===== src/rtl/anim_pkg.sv =====
// ---------------------------------------------------------------------------
// anim_pkg
// Shared types and width helpers for the audio-to-animation path.
//   beat_state_t : beat detector FSM state encoding
//   ACC_W/PROD_W : accumulator / threshold-product widths at default sizing
//   acc_width()  : SAMPLE_WIDTH + WINDOW_LOG2, for parameterised instances
//   prod_width() : SAMPLE_WIDTH + THRESH_SHIFT + 2, for parameterised instances
// ---------------------------------------------------------------------------
package anim_pkg;

  typedef enum logic [1:0] {
    WARMUP  = 2'd0,
    ARMED   = 2'd1,
    HOLDOFF = 2'd2
  } beat_state_t;

  localparam int DEF_SAMPLE_WIDTH = 16;
  localparam int DEF_WINDOW_LOG2  = 8;
  localparam int DEF_THRESH_SHIFT = 1;

  localparam int ACC_W  = DEF_SAMPLE_WIDTH + DEF_WINDOW_LOG2;
  localparam int PROD_W = DEF_SAMPLE_WIDTH + DEF_THRESH_SHIFT + 2;

  function automatic int acc_width(input int sample_width, input int window_log2);
    return sample_width + window_log2;
  endfunction

  function automatic int prod_width(input int sample_width, input int thresh_shift);
    return sample_width + thresh_shift + 2;
  endfunction

endpackage


===== src/rtl/window_energy_accum.sv =====
// ---------------------------------------------------------------------------
// window_energy_accum
// Sums |x| over windows of 2^WINDOW_LOG2 valid samples and presents the
// window total together with a one-cycle close strobe.
//   clk            : clock
//   reset          : asynchronous, active-high
//   i_sample       : signed audio sample
//   i_sample_valid : sample qualifier, every valid sample is accepted
//   o_win_close    : high for one cycle after the last sample of a window
//   o_win_sum      : sum of |x| over the window just closed
// ---------------------------------------------------------------------------
module window_energy_accum
  import anim_pkg::*;
#(
  parameter int SAMPLE_WIDTH = 16,
  parameter int WINDOW_LOG2  = 8
) (
  input  logic                                          clk,
  input  logic                                          reset,
  input  logic signed [SAMPLE_WIDTH-1:0]                i_sample,
  input  logic                                          i_sample_valid,
  output logic                                          o_win_close,
  output logic [acc_width(SAMPLE_WIDTH, WINDOW_LOG2)-1:0] o_win_sum
);

  localparam int LP_ACC_W = acc_width(SAMPLE_WIDTH, WINDOW_LOG2);
  localparam logic [SAMPLE_WIDTH-1:0] LP_MOST_NEG = {1'b1, {(SAMPLE_WIDTH-1){1'b0}}};
  localparam logic [SAMPLE_WIDTH-1:0] LP_MAX_POS  = {1'b0, {(SAMPLE_WIDTH-1){1'b1}}};

  logic [SAMPLE_WIDTH-1:0] w_mag;
  logic [LP_ACC_W-1:0]     w_acc_next;
  logic                    w_last;

  logic [LP_ACC_W-1:0]     r_acc;
  logic [WINDOW_LOG2-1:0]  r_cnt;
  logic                    r_close;
  logic [LP_ACC_W-1:0]     r_sum;

  // The most negative code has no positive twin, so it clamps to full scale.
  always_comb begin
    w_mag = i_sample;
    if (i_sample == LP_MOST_NEG) begin
      w_mag = LP_MAX_POS;
    end else if (i_sample[SAMPLE_WIDTH-1]) begin
      w_mag = -i_sample;
    end
  end

  assign w_acc_next = r_acc + LP_ACC_W'(w_mag);
  assign w_last     = &r_cnt;

  // The closing sample goes straight into the captured sum while the
  // accumulator restarts from zero, so back-to-back windows lose nothing.
  always_ff @(posedge clk or posedge reset) begin
    if (reset) begin
      r_acc   <= '0;
      r_cnt   <= '0;
      r_close <= 1'b0;
      r_sum   <= '0;
    end else begin
      r_close <= 1'b0;
      if (i_sample_valid) begin
        r_cnt <= r_cnt + WINDOW_LOG2'(1);
        if (w_last) begin
          r_sum   <= w_acc_next;
          r_acc   <= '0;
          r_close <= 1'b1;
        end else begin
          r_acc <= w_acc_next;
        end
      end
    end
  end

  assign o_win_close = r_close;
  assign o_win_sum   = r_sum;

endmodule


===== src/rtl/beat_detector.sv =====
// ---------------------------------------------------------------------------
// beat_detector
// Produces a one-cycle beat pulse for the animation controller when the mean
// |x| of a sample window rises above a scaled long-term average.
//   clk             : clock
//   reset           : asynchronous, active-high
//   sample_in       : signed audio sample
//   sample_in_valid : sample qualifier, no backpressure
//   anim_busy       : animation running; a beat seen now is dropped
//   beat_trigger    : one-cycle beat pulse
//   energy_out      : mean |x| of the last window
//   energy_valid    : one-cycle strobe per window, aligned with beat_trigger
//
// state   | meaning
// WARMUP  | average still settling; first window seeds it, no beats
// ARMED   | a window above threshold fires unless anim_busy
// HOLDOFF | counting down evaluated windows after a beat, no beats
// ---------------------------------------------------------------------------
module beat_detector
  import anim_pkg::*;
#(
  parameter int SAMPLE_WIDTH    = 16,
  parameter int WINDOW_LOG2     = 8,
  parameter int AVG_SHIFT       = 3,
  parameter int THRESH_NUM      = 3,
  parameter int THRESH_SHIFT    = 1,
  parameter int HOLDOFF_WINDOWS = 4
) (
  input  logic                           clk,
  input  logic                           reset,
  input  logic signed [SAMPLE_WIDTH-1:0] sample_in,
  input  logic                           sample_in_valid,
  input  logic                           anim_busy,
  output logic                           beat_trigger,
  output logic [SAMPLE_WIDTH-1:0]        energy_out,
  output logic                           energy_valid
);

  localparam int LP_ACC_W  = acc_width(SAMPLE_WIDTH, WINDOW_LOG2);
  localparam int LP_PROD_W = prod_width(SAMPLE_WIDTH, THRESH_SHIFT);
  localparam int LP_WARM_W = AVG_SHIFT + 1;
  localparam logic [LP_WARM_W-1:0] LP_WARM_LAST = LP_WARM_W'((1 << AVG_SHIFT) - 1);
  localparam int LP_HO_W   = $clog2(HOLDOFF_WINDOWS + 2);
  localparam logic [LP_HO_W-1:0] LP_HO_LOAD = LP_HO_W'(HOLDOFF_WINDOWS);

  logic                          w_close;
  logic [LP_ACC_W-1:0]           w_sum;
  logic [SAMPLE_WIDTH-1:0]       w_energy;
  logic [LP_PROD_W-1:0]          w_lhs;
  logic [LP_PROD_W-1:0]          w_rhs;
  logic                          w_beat;
  logic signed [SAMPLE_WIDTH:0]  w_diff;
  logic signed [SAMPLE_WIDTH:0]  w_step;
  logic [SAMPLE_WIDTH-1:0]       w_avg_ema;

  beat_state_t                   r_state;
  logic [SAMPLE_WIDTH-1:0]       r_avg;
  logic [LP_WARM_W-1:0]          r_warm_cnt;
  logic [LP_HO_W-1:0]            r_holdoff;
  logic                          r_beat_trigger;
  logic                          r_energy_valid;
  logic [SAMPLE_WIDTH-1:0]       r_energy_out;

  window_energy_accum #(
    .SAMPLE_WIDTH (SAMPLE_WIDTH),
    .WINDOW_LOG2  (WINDOW_LOG2)
  ) u_accum (
    .clk            (clk),
    .reset          (reset),
    .i_sample       (sample_in),
    .i_sample_valid (sample_in_valid),
    .o_win_close    (w_close),
    .o_win_sum      (w_sum)
  );

  assign w_energy = SAMPLE_WIDTH'(w_sum >> WINDOW_LOG2);

  // Both sides widened before scaling so neither the shift nor the product
  // can wrap.
  assign w_lhs  = LP_PROD_W'(w_energy) << THRESH_SHIFT;
  assign w_rhs  = LP_PROD_W'(r_avg) * LP_PROD_W'(THRESH_NUM);
  assign w_beat = (w_lhs > w_rhs);

  // Guard bit keeps E - A signed; the arithmetic shift floors, so the
  // average never steps past E and stays within the unsigned range.
  assign w_diff    = $signed({1'b0, w_energy}) - $signed({1'b0, r_avg});
  assign w_step    = w_diff >>> AVG_SHIFT;
  assign w_avg_ema = SAMPLE_WIDTH'($signed({1'b0, r_avg}) + w_step);

  always_ff @(posedge clk or posedge reset) begin
    if (reset) begin
      r_state        <= WARMUP;
      r_avg          <= '0;
      r_warm_cnt     <= LP_WARM_LAST;
      r_holdoff      <= '0;
      r_beat_trigger <= 1'b0;
      r_energy_valid <= 1'b0;
      r_energy_out   <= '0;
    end else begin
      r_beat_trigger <= 1'b0;
      r_energy_valid <= 1'b0;
      if (w_close) begin
        r_energy_valid <= 1'b1;
        r_energy_out   <= w_energy;
        r_avg          <= w_avg_ema;
        case (r_state)
          WARMUP: begin
            if (r_warm_cnt == LP_WARM_LAST) begin
              r_avg <= w_energy;
            end
            if (r_warm_cnt == '0) begin
              r_state <= ARMED;
            end else begin
              r_warm_cnt <= r_warm_cnt - LP_WARM_W'(1);
            end
          end
          ARMED: begin
            // A beat masked by anim_busy is simply lost; no hold-off follows.
            if (w_beat && !anim_busy) begin
              r_beat_trigger <= 1'b1;
              if (HOLDOFF_WINDOWS > 0) begin
                r_holdoff <= LP_HO_LOAD;
                r_state   <= HOLDOFF;
              end
            end
          end
          HOLDOFF: begin
            r_holdoff <= r_holdoff - LP_HO_W'(1);
            if (r_holdoff <= LP_HO_W'(1)) begin
              r_state <= ARMED;
            end
          end
          default: begin
            r_state <= WARMUP;
          end
        endcase
      end
    end
  end

  assign beat_trigger = r_beat_trigger;
  assign energy_valid = r_energy_valid;
  assign energy_out   = r_energy_out;

endmodule


===== config.mk =====
export PLATFORM = sky130hd
export DESIGN_NAME = beat_detector
export DESIGN_NICKNAME = d
export VERILOG_FILES = /design/src/rtl/anim_pkg.sv /design/src/rtl/window_energy_accum.sv /design/src/rtl/beat_detector.sv
export SDC_FILE = /design/constraint.sdc
export NUM_CORES = 1
export LEC_CHECK = 0
export ABC_CLOCK_PERIOD_IN_PS = 5110
export CORE_ASPECT_RATIO = 0.5
export CORE_UTILIZATION = 45
export CTS_CLUSTER_DIAMETER = 200
export CTS_CLUSTER_SIZE = 40
export DETAILED_ROUTE_END_ITERATION = 8
export MAX_ROUTING_LAYER = met4
export PLACE_DENSITY_LB_ADDON = 0.1
export REMOVE_ABC_BUFFERS = 1
export SYNTH_ARGS = -nofsm -noshare
export SYNTH_HDL_FRONTEND = slang
export SYNTH_HIERARCHICAL = 1
export SYNTH_SLANG_ARGS = --single-unit

===== constraint.sdc =====
create_clock -name clk -period 5.11 [get_ports clk]
set_input_delay 1.2775 -clock clk [delete_from_list [all_inputs] [get_ports clk]]
set_output_delay 1.2775 -clock clk [all_outputs]
set_load 0.02 [all_outputs]

* After elaboration in Yosys (flattened, before gate mapping)
Cells that the tools add are included.
** Operators by class
- Add/subtract/negate cells :: 7
- Multipliers :: 1
- Magnitude comparators :: 2
- Eq/ne operators :: 7
- Muxes and demuxes :: 17
- Bitwise gates (word level) :: 1
- Reduce and logical (&&, ||, !) cells :: 10
** Operator list (number)
- 16-bit 2-to-1 mux :: 4
- 24-bit by 16-bit adder with 24-bit output :: 1
- 24-bit 2-to-1 mux :: 1
- 17-bit by 18-bit greater-than comparator with 1-bit output :: 1
- 16-bit by 2-bit multiplier with 18-bit output (second input constant) :: 1
- 16-bit by 16-bit subtractor with 17-bit output :: 1
- 16-bit by 14-bit adder with 16-bit output :: 1
- 16-bit equality test (second input constant) :: 1
- 16-bit negator :: 1
- 9-bit AND reduction :: 1
- 8-bit by 1-bit adder with 8-bit output (second input constant) :: 1
- 8-bit AND reduction :: 1
- 1-bit 2-to-1 mux :: 6
- 2-bit 2-to-1 mux :: 3
- 2-bit != test (second input constant) :: 3
- 2-bit case mux with 3 select lines :: 1
- 3-bit case mux with 2 select lines :: 1
- 3-bit AND reduction :: 2
- 4-bit by 3-bit equality test with 1-bit output (second input constant) :: 1
- 4-bit zero test :: 1
- 4-bit AND reduction :: 1
- 4-bit by 1-bit subtractor with 4-bit output (second input constant) :: 1
- 3-bit by 1-bit <= comparator with 1-bit output (second input constant) :: 1
- 3-bit 2-to-1 mux :: 1
- 8 further kinds :: 8
** Word-level totals
- Register bits :: 100
- Output and inout port bits :: 18
- Logic and storage cells :: 56

* Longest topological paths before layout
Gate-level depths: netlist (run 1).
- Depth in word-level cells :: 6
- Mapped depth :: 19
- Mapped depth without buffers :: 19

* Modules after synthesis
The synthesis (run 1) kept the hierarchy.
** By module, submodules not included
- beat_detector :: instances 1, cells an instance 449, area each 4052.6 um^2, sequential area each 1079.8 um^2
- window_energy_accum :: instances 1, cells an instance 409, area each 3721.1 um^2, sequential area each 1426.4 um^2

* Worst setup path before layout (run 1)
No wires, ideal clock.
- Kind :: input to register
- Start :: input port sample_in[7]
- End :: register u_accum.r_acc[18]
- Library setup time :: 0.118 ns
- Data arrival time :: 4.446 ns
- Data required time :: 4.992 ns
- Path slack :: 0.546 ns
- Stages :: 15
- Cell sequence :: or3_4 or4_4 nor3_1 nand3_1 buf_4 nand2_1 ha_1 buf_4 and4_4 a221oi_4 a21oi_2 a2111oi_4 a21oi_1 nor3b_1 a21o_1
** Between the ends
- Word-level cells in the longest chain between the ends :: 5
** RTL lines
- start, declared :: RTL line beat_detector.sv:31 : input logic signed [SAMPLE_WIDTH-1:0] sample_in,
- 16-bit negator :: RTL line window_energy_accum.sv:45 : w_mag = -i_sample;
- 16-bit 2-to-1 mux :: RTL line window_energy_accum.sv:44 : end else if (i_sample[SAMPLE_WIDTH-1]) begin
- 16-bit 2-to-1 mux * :: RTL line window_energy_accum.sv:42 : if (i_sample == LP_MOST_NEG) begin
- 24-bit by 16-bit adder with 24-bit output * :: RTL line window_energy_accum.sv:49 : assign w_acc_next = r_acc + LP_ACC_W'(w_mag);
- 24-bit 2-to-1 mux * :: RTL line window_energy_accum.sv:64 : if (w_last) begin
- end signal, assigned :: RTL line window_energy_accum.sv:69 : r_acc <= w_acc_next;
- end, declared :: RTL line window_energy_accum.sv:34 : logic [LP_ACC_W-1:0] r_acc;
Every way passes the cells marked *; elsewhere a longest branch is shown, timed or not.
A chain may end at the register's enable or synchronous reset.

* Worst setup path after layout (run 1)
- Start :: input port sample_in[0]
- End :: register u_accum.r_acc[18]
Same word-level chain as after synthesis.

==> results of run 1 <==
worst paths after layout:
check                                  from                   to  slack (ns)  cells after the start
setup / recovery               sample_in[0]    u_accum/r_acc[18]        0.32                     17
hold / removal             u_accum/r_cnt[7]     u_accum/r_cnt[7]        0.49                      1
setup reg to reg                   r_avg[2]            r_avg[15]        0.80                     19
hold reg to reg            u_accum/r_cnt[7]     u_accum/r_cnt[7]        0.49                      1
max in group asynchronous             reset  u_accum/o_win_close        2.88                      2
min in group asynchronous             reset       energy_out[13]        1.51                      2
power by group through the flow:
stage / registers (mW) / logic [mW] / clock network, mW
floorplan: 0.915 / 0.781 / 0
global placement: 0.937 / 1.08 / 0
detailed placement: 0.936 / 1.09 / 0
CTS: 0.924 / 1.10 / 0.703
global route: 0.940 / 1.23 / 0.728
finish: 0.924 / 1.10 / 0.681
area by class of cell:
class	count	area, um^2
clock buffer	9	225
clock inverter	7	70.1
fill	1511	7290
inverter	39	146
multi-input combinational	672	4900
sequential	92	2310
tap	221	277
timing repair buffer	72	633
registers in the layout, summed over array words and instances (netlist names), 2 cells and up:
signal and count:
r_state 2, u_accum/r_acc 24, r_avg 16, u_accum/r_cnt 8
energy_out 16, r_warm_cnt 4, r_holdoff 3, u_accum/o_win_sum 16
per-layer routing:
metal | GRT usage | vias up | wire, um
met3 | 0.0362 | 12 | 513
li1 | - | 3120 | -
met2 | 0.359 | 77 | 7700
met4 | 0.0479 | 0 | 137
met1 | 0.302 | 2874 | 8870
met5 | - | - | 0
==> run summary, run 1 <==
die area -> 17200 um^2
most frequent cells in the layout -> 91 x nand2_1, 88 x dfrtp_1, 86 x ha_1, 58 x a21oi_1, 58 x o21ai_0
Root Buffer -> clkbuf_16
Clock Pin Slew Worst Setup and Hold Paths -> 0.08 ns
VDD IR max -> 0.000179 V
DR WL/cell -> 15.5 um
global-route usage over all layers -> 0.225
Core ar. -> 15900 um^2
CTS Buf Count -> 9
DR vias -> 6083
final instance area -> 8560 um^2
Diodes inserted -> 0
Port Buffers -> 37
share of cells above drive strength 1 -> 0.118
Final Setup Violations -> 0
detailed-placement wirelength estimate -> 13000 um
Final Critical Period -> 4.79 ns
Leak -> 4.02 nW
sequential share of power -> 0.342
Final Max Slew Viols -> 0
DRC errors left -> 0
first-pass GRT wire length -> 29700 um
share of total power in combinational logic -> 0.406
vias in the first global route -> 6061
height of the die -> 93.3 um
Ys Warns -> 6
CP max stage delay -> 0.41 ns
Die X -> 185 um
post-CTS setup buffer count -> 0
Placer Congestion -> 0.884
Critical Path AT -> 5.04 ns
Critical Path RT -> 5.36 ns
outcome -> completed
final worst-path cycle share -> 0.938
CTS H-tree depth -> 3
antenna-violating nets left -> 0
IO Count -> 38
RSZ-0062 raised after global routing -> no
largest net degree at the start of global routing -> 58
P&R area growth vs syn -> 14.2%
Net Sw Frac -> 0.375
Final Hold Vio Count -> 0
nature of the critical path endpoint -> flip-flop
final WL -> 17200 um
# resized after CTS -> 0
slew at the pin closest to its max-slew limit -> 1.04 ns
worst path bufs/invs -> 3
switching pwr -> 1.01 mW
Max-Cap Viols -> 0
total negative slack -> 0 ns
Clk Latency, worst-skew pair -> 0.35 ns
crit start category -> primary input
clk sinks -> 92
critical path peak fanout -> 5
Slowest cell on crit path -> or4_1
final setup margin -> 0.318 ns
hold crit path type -> flip-flop to flip-flop
pwr dens -> 315 nW/um^2
CTS Hold Bufs -> 0
initial antenna violation count -> 0
fin cells -> 1112
effective utilization at floorplan -> 0.473
final core occ -> 0.540
Cells after DPL -> 1096
cell row count -> 32
worst rel slew slack -> 0.305
CP delay by family, top -> simple AND/OR/NAND/NOR gates
Worst Skew -> 0.00913 ns
CTS tree -> built
Nets -> 995
Mapped Cells -> 835
Max clock buf depth -> 2
clock power share -> 0.252
CP Class -> primary input to flip-flop
CP cell instances -> clkdlybuf4s50_1 -> inv_1 -> nand2_1 -> or4_1 -> or2_2 -> o41ai_1 -> xor2_1 -> nand2_1 -> ha_1 -> buf_4 -> nand4_1 -> or3_1 -> a21oi_1 -> a2111oi_4 -> a21oi_1 -> o21ai_0 -> a21o_1
Syn Area/Cell -> 8.98 um^2
gr ovfl total -> 0
leading cell type in the layout, fill and taps excluded -> nand2_1
DP Worst Slack -> -0.00716 ns
final total power -> 2.70 mW
Netlist Area Pre-Place -> 7500 um^2
vias per inst -> 5.47
Iteration-0 DRC Markers -> 288
placed cell areas -> 8270 um^2
internal power -> 1.69 mW
worst hold slack -> 0.486 ns
Max Clock Freq -> 0.209 GHz
DR pass1 iterations -> 5
Power figures use the tool's default switching activity.
==> run 2, diff against run 1 <==
--- a/config.mk
+++ b/config.mk
@@ -11,6 +11,7 @@
 export CTS_CLUSTER_DIAMETER = 200
 export CTS_CLUSTER_SIZE = 40
 export DETAILED_ROUTE_END_ITERATION = 8
+export DONT_BUFFER_PORTS = 1
 export MAX_ROUTING_LAYER = met4
 export PLACE_DENSITY_LB_ADDON = 0.1
 export REMOVE_ABC_BUFFERS = 1
==> run 2 against run 1 <==
Effect of this change: core utilization fell by 3.6 points; cell count shrank 5.9%; clock skew grew 0.0027 ns; fmax is 4.8% higher; flip-flop and latch count is the same; routed wire length decreased by 2.1%; clock-buffer cell count up 1; global-route usage is 0.65 points lower; register-to-register slack hardly changed; die area unchanged.
==> run summary, run 2 (synthesized netlist as in run 1, its figures left out) <==
met2 global-route usage -> 0.339
grt peak-use layer -> met2
Nets -> 929
initial antenna violation count -> 0
CTS tree -> built
height of the die -> 93.3 um
CP max stage delay -> 0.44 ns
worst hold slack -> 0.480 ns
leading cell type in the layout, fill and taps excluded -> nand2_1
cell row count -> 32
detailed-placement wirelength estimate -> 12600 um
DRC errors left -> 0
DR pass1 iterations -> 5
final worst-path cycle share -> 0.895
Final Hold Vio Count -> 0
hold crit path type -> flip-flop to flip-flop
met1 Resource Use GR -> 0.296
Final Max Slew Viols -> 0
most frequent cells in the layout -> 91 x nand2_1, 88 x dfrtp_1, 86 x ha_1, 58 x a21oi_1, 58 x o21ai_0
Critical Path Start -> sample_in[7]
CP cell instances -> or3_4 -> or4_4 -> nor3_1 -> nand3_1 -> nand2_1 -> ha_1 -> and4_4 -> a221oi_4 -> a21oi_2 -> a2111oi_4 -> a21oi_1 -> nor3b_1 -> a21o_1
final setup margin -> 0.536 ns
Port Buffers -> 0
global-route usage over all layers -> 0.219
Root Buffer -> clkbuf_16
outcome -> completed
worst hold path startpoint -> u_accum/r_cnt[7]
fin cells -> 1046
pwr dens -> 330 nW/um^2
Worst Skew -> 0.0118 ns
share of cells above drive strength 1 -> 0.0909
Final Critical Period -> 4.57 ns
die area -> 17200 um^2
Core ar. -> 15900 um^2
Placer Congestion -> 0.887
post-CTS setup buffer count -> 0
DP Worst Slack -> 0.174 ns
placed cell areas -> 7680 um^2
DR vias -> 5885
CTS H-tree depth -> 3
vias in the first global route -> 5852
final WL -> 16800 um
worst rel slew slack -> 0.351
FF/Latch Area -> 2310 um^2
Critical Path RT -> 5.36 ns
Fillers -> 1550
Max Clock Freq -> 0.219 GHz
Biggest register -> u_accum/r_acc
vias per inst -> 5.63
largest net degree at the start of global routing -> 58
CTS Hold Bufs -> 0
CTS Buf Count -> 9
final instance area -> 7990 um^2
total negative slack -> 0 ns
RSZ-0062 raised after global routing -> no
Clock Pin Slew Worst Setup and Hold Paths -> 0.07 ns
nature of the critical path endpoint -> flip-flop
Die X -> 185 um
CP Class -> primary input to flip-flop
clk sinks -> 92
r2r startpoint -> r_avg[2]
Slowest cell on crit path -> or4_4
area of the multi-input gates -> 4900 um^2
Critical Path AT -> 4.83 ns
slew at the pin closest to its max-slew limit -> 0.973 ns
Diodes inserted -> 0
Leak -> 3.76 nW
VDD IR max -> 0.000177 V
Max-Cap Viols -> 0
Clk Latency, worst-skew pair -> 0.36 ns
effective utilization at floorplan -> 0.473
DR WL/cell -> 16.1 um
Iteration-0 DRC Markers -> 272
crit start category -> primary input
Final Setup Violations -> 0
max reg flops -> 24
# resized after CTS -> 0
IO Count -> 38
Max clock buf depth -> 2
antenna-violating nets left -> 0
P&R area growth vs syn -> 6.47%
gr ovfl total -> 0
met3 Track Usage GR -> 0.0440
first-pass GRT wire length -> 28700 um
critical path peak fanout -> 13
Cells after DPL -> 1030
[run 2: critical path, delay by kind of cell]
family	cells	cell delay (ns)
compound gates	5	1.17
fa+ha+maj	1	0.32
simple gates	7	2.06
[run 2: final cells by class]
cell class | instances | share of cell area
inverter | 39 | 0.0183
tap | 221 | 0.0346
clock buffer | 10 | 0.0287
multi-input combinational | 672 | 0.614
clock inverter | 6 | 0.00971
timing repair buffer | 6 | 0.00564
sequential | 92 | 0.289
[run 2: layer usage]
metal / share of wire / wire length (um)
met5: 0 / 0
met4: 0.0066 / 111
met3: 0.042 / 712
met2: 0.43 / 7240
met1: 0.52 / 8790
[run 2: stage by stage]
stage	utilization	power [mW]
2_1_floorplan	-	1.70
3_3_place_gp	0.484	1.90
3_5_place_dp	0.484	1.91
4_1_cts	0.504	2.65
5_1_grt	0.504	2.83
6_report	0.504	2.64
[run 2: path summary, 6_finish.rpt]
kind	to	slack (ns)	depth (start not counted)
worst max-delay path	u_accum/r_acc[18]	0.54	13
worst min-delay path	u_accum/r_cnt[7]	0.48	1
worst max register to register	r_avg[15]	0.80	19
max in group asynchronous	r_avg[3]	3.48	1
min in group asynchronous	u_accum/o_win_sum[21]	0.97	2
worst min register to register	u_accum/r_cnt[7]	0.48	1
[run 2: where the power goes]
part           switching (mW)  internal (mW)  leakage [nW]  total, mW
logic                   0.562          0.425          2.41      0.987
clock network           0.332          0.391         0.148      0.723
registers              0.0935          0.833          1.20      0.927
total                   0.988           1.65          3.76       2.64
